[src/rtl/pn_counter_n_if.sv]
// Control/status bundle for pn_counter_n: master drives the controls, slave returns the state.
interface pn_counter_n_if #(parameter int WIDTH = 4);
  logic             en;
  logic             load;
  logic [WIDTH-1:0] load_val;
  logic [1:0]       mode;
  logic [WIDTH-1:0] count;
  logic             tc;
  logic             wrap;

  modport master (output en, load, load_val, mode, input  count, tc, wrap);
  modport slave  (input  en, load, load_val, mode, output count, tc, wrap);
endinterface

[src/rtl/pn_counter_n.sv]
// N-bit up/down/Gray counter whose state bits are PN flip-flops (next = P&~Q | N&Q).
// A shared comb block picks the target value; each bit turns it into its own P/N pair.
module pn_flop (
  input  logic i_clk,
  input  logic i_reset,
  input  logic i_p,
  input  logic i_n,
  output logic o_q
);
  always_ff @(posedge i_clk) begin
    if (i_reset) o_q <= 1'b0;
    else         o_q <= (i_p & ~o_q) | (i_n & o_q);
  end
endmodule

module pn_counter_n #(
  parameter int WIDTH    = 4,
  parameter int MODULUS  = 2**WIDTH,
  parameter int SATURATE = 0
) (
  input  logic clk,
  input  logic reset,
  pn_counter_n_if.slave bus
);
  localparam logic [WIDTH:0]   MOD_W  = (WIDTH+1)'(MODULUS);
  localparam logic [WIDTH-1:0] MAX    = WIDTH'(MODULUS - 1);
  localparam logic [WIDTH-1:0] ONES   = '1;
  localparam logic [WIDTH-1:0] G_LAST = ONES ^ (ONES >> 1);
  localparam bit               SAT    = (SATURATE != 0);

  function automatic logic [WIDTH-1:0] bin2gray(input logic [WIDTH-1:0] b);
    return b ^ (b >> 1);
  endfunction

  function automatic logic [WIDTH-1:0] gray2bin(input logic [WIDTH-1:0] g);
    logic [WIDTH-1:0] b;
    b[WIDTH-1] = g[WIDTH-1];
    for (int i = WIDTH-2; i >= 0; i--) b[i] = b[i+1] ^ g[i];
    return b;
  endfunction

  logic [WIDTH-1:0] w_q, w_tgt, w_p, w_n, w_bin;
  logic             w_wrap_nxt, w_over;
  logic             r_wrap;

  assign w_bin  = gray2bin(w_q);
  assign w_over = ({1'b0, w_q} >= MOD_W);

  always_comb begin
    w_tgt      = w_q;
    w_wrap_nxt = 1'b0;
    if (bus.load) begin
      w_tgt = ({1'b0, bus.load_val} >= MOD_W) ? MAX : bus.load_val;
    end else if (bus.en) begin
      case (bus.mode)
        2'b00: begin
          if (w_over)            w_tgt = '0;
          else if (w_q == MAX) begin
            if (!SAT) begin w_tgt = '0; w_wrap_nxt = 1'b1; end
          end else               w_tgt = w_q + WIDTH'(1);
        end
        2'b01: begin
          if (w_over)            w_tgt = MAX;
          else if (w_q == '0) begin
            if (!SAT) begin w_tgt = MAX; w_wrap_nxt = 1'b1; end
          end else               w_tgt = w_q - WIDTH'(1);
        end
        2'b10: begin
          // Gray walks the full 2**WIDTH code space regardless of MODULUS
          if (w_bin == ONES) begin
            if (!SAT) begin w_tgt = '0; w_wrap_nxt = 1'b1; end
          end else               w_tgt = bin2gray(w_bin + WIDTH'(1));
        end
        default: ;
      endcase
    end
  end

  // P=target sets 0->1 and keeps 1s; N=target&Q keeps held 1s, so unchanged bits never toggle
  assign w_p = w_tgt;
  assign w_n = w_tgt & w_q;

  pn_flop u_bit [WIDTH-1:0] (
    .i_clk  (clk),
    .i_reset(reset),
    .i_p    (w_p),
    .i_n    (w_n),
    .o_q    (w_q)
  );

  always_ff @(posedge clk) begin
    if (reset) r_wrap <= 1'b0;
    else       r_wrap <= w_wrap_nxt;
  end

  always_comb begin
    case (bus.mode)
      2'b00:   bus.tc = (w_q == MAX);
      2'b01:   bus.tc = (w_q == '0);
      2'b10:   bus.tc = (w_q == G_LAST);
      default: bus.tc = 1'b0;
    endcase
  end

  assign bus.count = w_q;
  assign bus.wrap  = r_wrap;
endmodule

[src/flat_wrapper.sv]
// flat-port wrapper written by rule: the top's interface ports become plain ports
module pn_counter_n_flat 
#(
  parameter int WIDTH    = 4,
  parameter int MODULUS  = 2**WIDTH,
  parameter int SATURATE = 0
)
  (clk, reset, bus_en, bus_load, bus_load_val, bus_mode, bus_count, bus_tc, bus_wrap);
  pn_counter_n_if #(.WIDTH(WIDTH)) bus_i ();
  input  logic clk;
  input  logic reset;
  input wire logic [$bits(bus_i.en)-1:0] bus_en;
  input wire logic [$bits(bus_i.load)-1:0] bus_load;
  input wire logic [$bits(bus_i.load_val)-1:0] bus_load_val;
  input wire logic [$bits(bus_i.mode)-1:0] bus_mode;
  output wire logic [$bits(bus_i.count)-1:0] bus_count;
  output wire logic [$bits(bus_i.tc)-1:0] bus_tc;
  output wire logic [$bits(bus_i.wrap)-1:0] bus_wrap;
  assign bus_i.en = bus_en;
  assign bus_i.load = bus_load;
  assign bus_i.load_val = bus_load_val;
  assign bus_i.mode = bus_mode;
  assign bus_count = bus_i.count;
  assign bus_tc = bus_i.tc;
  assign bus_wrap = bus_i.wrap;
  pn_counter_n #(.WIDTH(WIDTH), .MODULUS(MODULUS), .SATURATE(SATURATE)) u_core (.clk(clk), .reset(reset), .bus(bus_i));
endmodule
[config.mk]
export PLATFORM = sky130hd
export DESIGN_NAME = pn_counter_n_flat
export DESIGN_NICKNAME = d
export VERILOG_FILES = /design/src/rtl/pn_counter_n_if.sv /design/src/rtl/pn_counter_n.sv /design/src/flat_wrapper.sv
export SDC_FILE = /design/constraint.sdc
export NUM_CORES = 1
export LEC_CHECK = 0
export ABC_AREA = 1
export CAP_MARGIN = 20
export CORE_MARGIN = 10
export CORE_UTILIZATION = 45
export CTS_CLUSTER_SIZE = 25
export DETAILED_ROUTE_END_ITERATION = 7
export GPL_TIMING_DRIVEN = 1
export PLACE_DENSITY_LB_ADDON = 0.3
export SKIP_LAST_GASP = 1
export SLEW_MARGIN = 15
export SYNTH_ARGS = -nofsm -noshare
export SYNTH_HDL_FRONTEND = slang
export SYNTH_HIERARCHICAL = 1
export SYNTH_SLANG_ARGS = --single-unit
[constraint.sdc]
create_clock -name clk -period 3.3 [get_ports clk]
set_input_delay 0.66 -clock clk [delete_from_list [all_inputs] [get_ports clk]]
set_output_delay 0.66 -clock clk [all_outputs]
set_load 0.03 [all_outputs]
-- Word level (Yosys, flattened, before mapping)
Cells that the tools add are included.
Widths: inputs -> output; s select.
- bits of input ports: 10
- logic and storage cells: 49
- register bits: 5
- output and inout bits: 6
- multiplexer cells: 11
- equal/unequal tests: 5
- reduce and logical (&&, ||, !) cells: 3
- add/sub/neg operators: 3
- bitwise gates (word level): 22
- operators by type and width (kind ; number):
    $mux 4 ; 5
    $eq 4x4->1 const B ; 3
    $pmux 4 s3 ; 1
    $add 4x1->4 const B ; 2
    $and 1x1->1 ; 8
    $pmux 1 s3 ; 2
    $not 1->1 ; 5
    $and 4x4->4 ; 1
    $logic_not 4->1 ; 1
    $or 1x1->1 ; 4
    $sub 4x1->4 const B ; 1
    $xor 4x3->4 ; 1
    $mux 1 ; 3
    $reduce_or 3->1 ; 1
    $xor 1x1->1 ; 3
    $eq 2x1->1 const B ; 1
    $eq 2x2->1 const B ; 1
    $logic_not 2->1 ; 1

-- Longest topological paths before layout
Gate-level depths: netlist of the first run.
- word-level depth: 12
- gate-level depth with buffers: 20
- mapped depth without buffers: 20

-- By module
Netlist of the first run, hierarchy kept.
- modules (own cells, without submodules) (module ; area each (um^2) ; instances ; cells an instance):
    pn_counter_n ; 586.8 ; 1 ; 106
    pn_flop ; 45.0 ; 4 ; 7

-- Worst setup path before layout of the first run
Ideal clock, no wire load.
- kind: flip-flop to flip-flop
- start point: register u_core.u_bit[2].o_q
- end point: register u_core.u_bit[2].o_q
- data required time: 3.185 ns
- path slack: 0.751 ns
- stages on the path, launching flop included: 20
- arrival: 2.434 ns
- clock period less this slack: 2.549 ns
- path through: dfxtp_1 inv_2 ha_1 ha_1 inv_1 ha_1 inv_1 nand3_1 nand2_1 nand2_1 nand3_1 nand2_1 nand2_1 nand2_1 nand2_1 nor2_2 inv_1 nand2_1 nand2_1 nor2_2
- word-level cells in the longest chain between the ends: 12
- elaborated cells between the ends (all ways): 21
- those cells by class: add/sub (3); eq/ne (2); mux (6); bitwise (9); reduce/logical (1)
- RTL lines (what ; line ; text):
    from (decl) ; pn_counter_n.sv:8 ; output logic o_q
    from (signal assigned) ; pn_counter_n.sv:12 ; else o_q <= (i_p & ~o_q) | (i_n & o_q);
    $xor 1x1->1 (3 in series) ; pn_counter_n.sv:38 ; for (int i = WIDTH-2; i >= 0; i--) b[i] = b[i+1] ^ g[i];
    $add 4x1->4 ; pn_counter_n.sv:72 ; end else w_tgt = bin2gray(w_bin + WIDTH'(1));
    $xor 4x3->4 ; pn_counter_n.sv:32 ; return b ^ (b >> 1);
    $mux 4 ; pn_counter_n.sv:70 ; if (w_bin == ONES) begin
    $pmux 4 s3 ; pn_counter_n.sv:55 ; case (bus.mode)
    $mux 4 ; pn_counter_n.sv:54 ; end else if (bus.en) begin
    $mux 4 ; pn_counter_n.sv:52 ; if (bus.load) begin
    $and 4x4->4 * ; pn_counter_n.sv:81 ; assign w_n = w_tgt & w_q;
    net u_core.w_n[2] ; pn_counter_n.sv:42 ; logic [WIDTH-1:0] w_q, w_tgt, w_p, w_n, w_bin;
    $and 1x1->1 * ; pn_counter_n.sv:12 ;
    $or 1x1->1 * ; pn_counter_n.sv:12 ;
The timed path passes the listed nets; every way through them passes the cells marked *.
A chain may end at the register's enable or synchronous reset.

-- Worst setup path in the final report of the first run
- start point: input port bus_mode[0]
- end point: output port bus_tc
- word-level cells in the longest chain between the ends: 2
- elaborated cells between the ends (all ways): 4
- those cells by class: eq/ne (2); mux (1); reduce/logical (1)
- RTL lines (what ; line ; text):
    from (decl) ; flat_wrapper.sv:15 ; input wire logic [$bits(bus_i.mode)-1:0] bus_mode;
    $eq 2x2->1, or another cell as far along ; pn_counter_n.sv:97 ; case (bus.mode)
    $pmux 1 s3 * ; pn_counter_n.sv:97 ;
    to (decl) ; flat_wrapper.sv:17 ; output wire logic [$bits(bus_i.tc)-1:0] bus_tc;
Every way passes the cells marked *; elsewhere a longest branch is shown, timed or not.

==> results of run 1 <==
==> Yosys cell counts (all sizes together) <==
cell type   n  area share, %
nand2      48             24
inv        25             12
nor2       18             12
nand3      12            9.1
a21oi       8            6.7
ha          8             13
dfxtp       5             13
o21ai       3            2.0
o211ai      2            2.6
and2        1            1.1
buf         1            1.5
nand3b      1           0.98
nor3        1           0.65
or2         1           0.82
==> sequential cells by signal, summed over array words and instances (netlist names) <==
| register | flops |
|---|---|
| u_core/u_bit/o_q | 4 |
| u_core/bus.wrap | 1 |
==> worst max-delay path, stage by stage <==
cell and delay [ps]:
clkdlybuf4s50_1 530, inv_2 70, nor2_2 160, nand3_2 120, nand3_1 100, clkdlybuf4s50_1 670
==> cell families after synthesis <==
kind of cell	Yosys count	share of synthesized area (%)
simple gates	82	48.94
fa+ha+maj	8	13.05
buf+inv	26	13.70
compound gates	13	11.26
flops	5	13.05
==> routing by layer <==
layer	wire length, um	up-vias	GRT usage [%]
met5	0	-	0
met4	0	0	3.583
met3	141	0	4.115
met2	920	31	16.72
met1	779	367	11.94
li1	-	451	-
==> path summary, 6_finish.rpt <==
kind	from	end	slack (ps)
worst max-delay path	bus_mode[0]	bus_tc	330
worst min-delay path	u_core/u_bit[0]/o_q	u_core/u_bit[0]/o_q	630
worst max register to register	u_core/u_bit[2]/o_q	u_core/u_bit[2]/o_q	750
worst min register to register	u_core/u_bit[0]/o_q	u_core/u_bit[0]/o_q	630
==> power by group <==
part	internal, uW	switching [uW]	total [uW]	leakage (uW)
Combinational	75.6	112	187	0.000436
Sequential	67.1	15.5	82.6	0.0000413
Clock	45.8	26.5	72.3	0.0000150
==> layout make-up <==
type	count	area (um2)	area share, %
Multi-Input combinational cell	103	561.8	59.00
Timing Repair Buffer	15	150.1	15.77
Sequential cell	5	100.1	10.51
Inverter	25	93.84	9.855
Clock buffer	4	26.28	2.760
Tap cell	16	20.02	2.102
==> metrics by stage <==
stage | total power (uW) | util [%] | instances | cell area, um2
after global routing | 375.4 | 61.08 | 168 | 952.2
after global placement | 266.6 | 59.39 | 164 | 925.9
final | 342.4 | 61.08 | 168 | 952.2
after CTS | 344.5 | 61.08 | 168 | 952.2
after detailed placement | 269.0 | 59.39 | 164 | 925.9
after floorplan | 217.4 | - | 134 | 767.0
==> metrics list, run 1 <==
- Result of the run: finished clean
- First DRT Iteration DRCs: 27
* Quantity of gates resized following cts: 0
- Worst slew margin: 78.22%
- Buffers placed on the I/O ports in this run total 15.
- Die ar.: 0.003756 mm2
- For this run, design rule violations remaining after detail routing come to 0.
- Share of final-layout standard cells stronger than drive strength 1: 17.76%
- After layout, the minimum clock period comes to 2967 ps.
* Peak ir drop on the vdd network: 272.8 uV
* Worst min-delay path class: flip-flop to flip-flop
- Measured along the x axis, the die boundary spans 61.29 um.
- Derived from the worst setup path, the maximum achievable clock frequency is 337.1 MHz.
- Dividing the detail-routed via count by the number of cells gives 5.054.
- First drt pass iteration count: 4
- Placement-stage worst setup slack: 327.9 ps
- Leak: 0.0004924 uW
- During I/O placement, the number of pins put on the boundary was 16.
- Final number of setup-violating endpoints: 0
* Count of unique library cells instantiated by Yosys: 21
- Die span in y: 61.29 um
- Summed over all nets, the half-perimeter wirelength after detailed placement is 1502 um.
- Leading cell types in the layout, fill and taps excluded: 46 x nand2_1, 19 x inv_1, 15 x clkdlybuf4s50_1
- After clock tree synthesis, the setup repair step added 0 buffers.
- Total global routing overflow: 0
* Number of levels the H-tree was split into: 1
* Wire length after detailed routing: 1841 um
- Number of antenna-violating nets in the routed design: 0
- The region available for standard cell placement spans 0.001559 mm2.
- The number of hold-slack violations in the final timing report is 0.
- The synthesized netlist occupies a cell area of 767.0 um2.
- The via count of the first global-routing pass came to 729.
* Hold-fix buffers at CTS: 0
* Final worst slack: 333.5 ps
- In the synthesized netlist, the number of instances is 134.
- Total number of vias: 849
- CTS max path bufs: 2
- Mean post-synth cell area: 5.724 um2
- Std cell rows: 14
* Critical path launch point type: input port
- Clock tree from TritonCTS: built
- Flops & latches, synth: 5
* Number of nets at the end of the flow: 171
- Pins over their slew limit: 0
- Nature of the critical path endpoint: output pin
- GRT Overall Usage: 10.28%
- The tool flagged a number of max-cap violations equal to 0.
- Synthesis warning total: 6
- Compared with the post-synthesis result, the final layout area differs by 24.14%.
- The initial antenna violation count came to 0.
- R2R cell count: 19
* Type of the setup path with the least slack: input port to output pin
- Root buf cell: clkbuf_4
- For the pin with the worst max-slew slack, the measured transition is 326.2 ps.
* Total nets after synthesis: 152
- Part of the cycle the worst path needs: 89.89%
- The filler cells instantiated in the layout total 140.
* Minimum hold slack: 625.4 ps
- Number of buffers created by CTS: 3
* Sinks on Clock Net: 5
* Ant diodes: 0
- Data on the critical path is required at its endpoint by 2640 ps.
* Wire length of the first global-routing pass: 2994 um
- Of all nets on the critical path, the largest fanout is 4.
- Setup clock skew after layout: 3.118 ps
* Portion of the post-synthesis area used by sequential elements: 13.05%
* Initial Util: 49.20%
* Clock network latency to the later pin of the worst-skew pair: 250 ps
- In the final timing run, aggregate negative setup slack is 0 ps.
- In the final routed layout, each cell accounts on average for 10.96 um.
* Most common cell after layout, fill and taps aside: nand2_1
* Pin count of the biggest net entering global routing: 10
- Worst Path Arrival: 2310 ps
* Power per unit of standard cell area: 359.6 mW/mm2
- Placer congestion estimate: 0.8184
* Post-CTS clock slew at the launch and capture registers of the worst setup and hold paths: 40 ps
- Cell depth of the worst hold path: 2
- Setup repair after global routing left no endpoint under its margin.
(Power assumes the default switching activity.)
==> run 2, diff against run 1 <==
--- a/config.mk
+++ b/config.mk
@@ -13,6 +13,7 @@
 export DETAILED_ROUTE_END_ITERATION = 7
 export GPL_TIMING_DRIVEN = 1
 export PLACE_DENSITY_LB_ADDON = 0.3
+export REMOVE_ABC_BUFFERS = 1
 export SKIP_LAST_GASP = 1
 export SLEW_MARGIN = 15
 export SYNTH_ARGS = -nofsm -noshare
==> metrics list, run 2 (synthesized netlist as in run 1, its figures left out) <==
- After detailed routing, the average wire length per cell comes to 10.40 um.
* Start point of the worst hold path: u_core/u_bit[0]/o_q
- On the critical path the largest part of the delay comes from buffers and inverters.
- Critical path launch point type: input port
- Sinks on Clock Net: 5
- Number of antenna violations at the first check in global routing: 0
- GRT Overall Usage: 9.962%
- Critical path buffer and inverter count: 3
- Area taken by flip-flops and latches: 100.1 um2
- For this run, the detailed router's first-pass iteration total came to 4.
* Final critical-path required period: 2943 ps
- Nature of the critical path endpoint: output pin
- Vias in the first global route: 672
- The worst hold path belongs to the class flip-flop to flip-flop.
* Area grow syn2layout: 25.12%
- Number of antenna-violating nets in the routed design: 0
- Type of the setup path with the least slack: input port to output pin
* Reg-to-reg endpoint: u_core/u_bit[2]/o_q
- Total power for the finished layout comes to 343.5 uW.
* Series of cell instances along the critical path: clkdlybuf4s50_1, inv_2, nor2_2, nand3_2, nand3_1, clkdlybuf4s50_1
* Pin count of the biggest net entering global routing: 10
- The number of antenna diodes in the final layout is 0.
* Largest register FFs: 4
- On the worst path, the slowest cell contributes a delay of 670 ps.
- Detailed placement finished with a half-perimeter wire length of 1483 um.
* Clock network latency to the later pin of the worst-skew pair: 250 ps
* Core area: 0.001559 mm2
- The flow ran to the end, and the final reports show no timing, DRC or antenna violations.
- The detailed router finished its first iteration with 26 violations.
- Adding up every negative setup slack in the final design gives 0 ps.
* Register with the highest flop count: u_core/u_bit/o_q
* Hold-fix buffers at CTS: 0
* Number of levels the H-tree was split into: 1
- Die span in y: 61.29 um
- STA puts the critical path data required time at 2640 ps.
- In this run the worst setup path begins at bus_mode[0].
- For the worst setup path, the data arrival time is 2280 ps.
* Setup slack of the most critical reg-to-reg path: 770 ps
- Gates resized during post-CTS repair numbered 0.
* Part of the cycle the worst path needs: 89.17%
- The initial utilization of the core area, before any placement, comes to 49.20%.
- Setup Buffers After CTS: 0
- Counting stages on the worst path, the most repeated cell is clkdlybuf4s50_1.
* End point of the critical path: bus_tc
- Clock tree synthesis selected as its root buffer the cell clkbuf_4.
- VDD sags by at most 305.9 uV.
- The count of buffers added on input and output ports is 15.
- The die covers 0.003756 mm2.
- TritonCTS built the clock tree.
- Post-CTS clock slew at the launch and capture registers of the worst setup and hold paths: 50 ps
* Leak: 0.0004976 uW
- In the final layout, the multi-input gates occupy 561.8 um2.
- CTS max path bufs: 2
- The slowest stage of the critical path is the clkdlybuf4s50_1 cell.
- Across the run, the number of max-cap violations was 0.
- The number of hold-slack violations in the final timing report came to 0.
- Total number of vias: 833
* RSZ-0062 raised after global routing: no
- In this run the number of cells on the critical path is 6.
- The final layout contains 172 nets.
- In this run the core area contains 14 standard-cell rows.
- Along the worst path, the maximum fanout reaches 4.
- R2R cell count: 20
* Number of buffers created by CTS: 3
- Total global routing overflow: 0
- Setup clock skew after layout: 6.132 ps
- For the pin with the worst max-slew slack, the measured transition is 313.9 ps.
* Placer congestion estimate: 0.8759
* Launching point of the worst reg2reg path: u_core/u_bit[3]/o_q
- Ports: 16
- Worst slew margin: 79.01%
- Total DRC errors in the routed layout: 0
* Leading cell types in the layout, fill and taps excluded: 46 x nand2_1, 19 x inv_1, 15 x clkdlybuf4s50_1
* Horizontal die dimension: 61.29 um
* Final number of setup-violating endpoints: 0
* Power per unit of standard cell area: 358.0 mW/mm2
- Filler cells: 151
* Share of final-layout standard cells stronger than drive strength 1: 18.30%
- Number of vias per cell after detailed routing: 4.929
- Highest Clock Rate: 339.8 MHz
- Wires add up to 1758 um.
- Wire length of the first global-routing pass: 2829 um
* Most common cell after layout, fill and taps aside: nand2_1
- Pins over their slew limit: 0
==> run 2: changes by cell type in the layout (fill, tap and decap cells not counted) <==
cell,before,now
buf_4,0,1
==> run 2: worst min-delay path by stage <==
stage / end / cells past startpoint / slack (ps)
2_1_floorplan: u_core/u_bit[0]/o_q / 3 / 700
3_3_place_gp: u_core/u_bit[1]/o_q / 2 / 620
3_5_place_dp: u_core/u_bit[0]/o_q / 2 / 620
4_1_cts: u_core/u_bit[1]/o_q / 2 / 630
5_1_grt: u_core/u_bit[1]/o_q / 2 / 660
6_report: u_core/u_bit[0]/o_q / 2 / 630
==> run 2: report_power, final <==
part           total, uW  internal [uW]  switching (uW)  leakage, uW
clock network       72.2           45.8            26.4    0.0000150
logic                192           77.5             114     0.000441
registers           79.4           67.1            12.4    0.0000413
total                344            190             153     0.000498
==> run 2: final cells by class <==
cell class              count  area share (%)
multi-input cells         103           58.54
well taps                  16           2.086
clock buffers               4           2.738
flip-flops and latches      5           10.43
repair buffers             16           16.43
inverters                  25           9.778
==> run 2: tightest hold or removal path, delay by kind of cell (launching register included) <==
| family | cells | cell delay, ps |
|---|---|---|
| flops | 1 | 390 |
| simple gates | 2 | 200 |
==> run 2: metal layers <==
layer | track usage, % | routed length (um)
met1 | 12.44 | 842
met2 | 15.38 | 788
met3 | 4.527 | 128
met4 | 1.954 | 0
met5 | 0 | 0
==> run 2: stage by stage <==
stage               setup WS, ps  std cells  cell area (um2)  util, %  hold slack [ps]
floorplan                  750.7        133            755.7        -            702.7
finish                     357.2        169            959.7    61.56            629.2
detailed placement         343.0        165            933.4    59.87            619.4
global route               256.7        169            959.7    61.56            657.0
global placement           385.4        165            933.4    59.87            618.3
CTS                        343.5        169            959.7    61.56            632.6
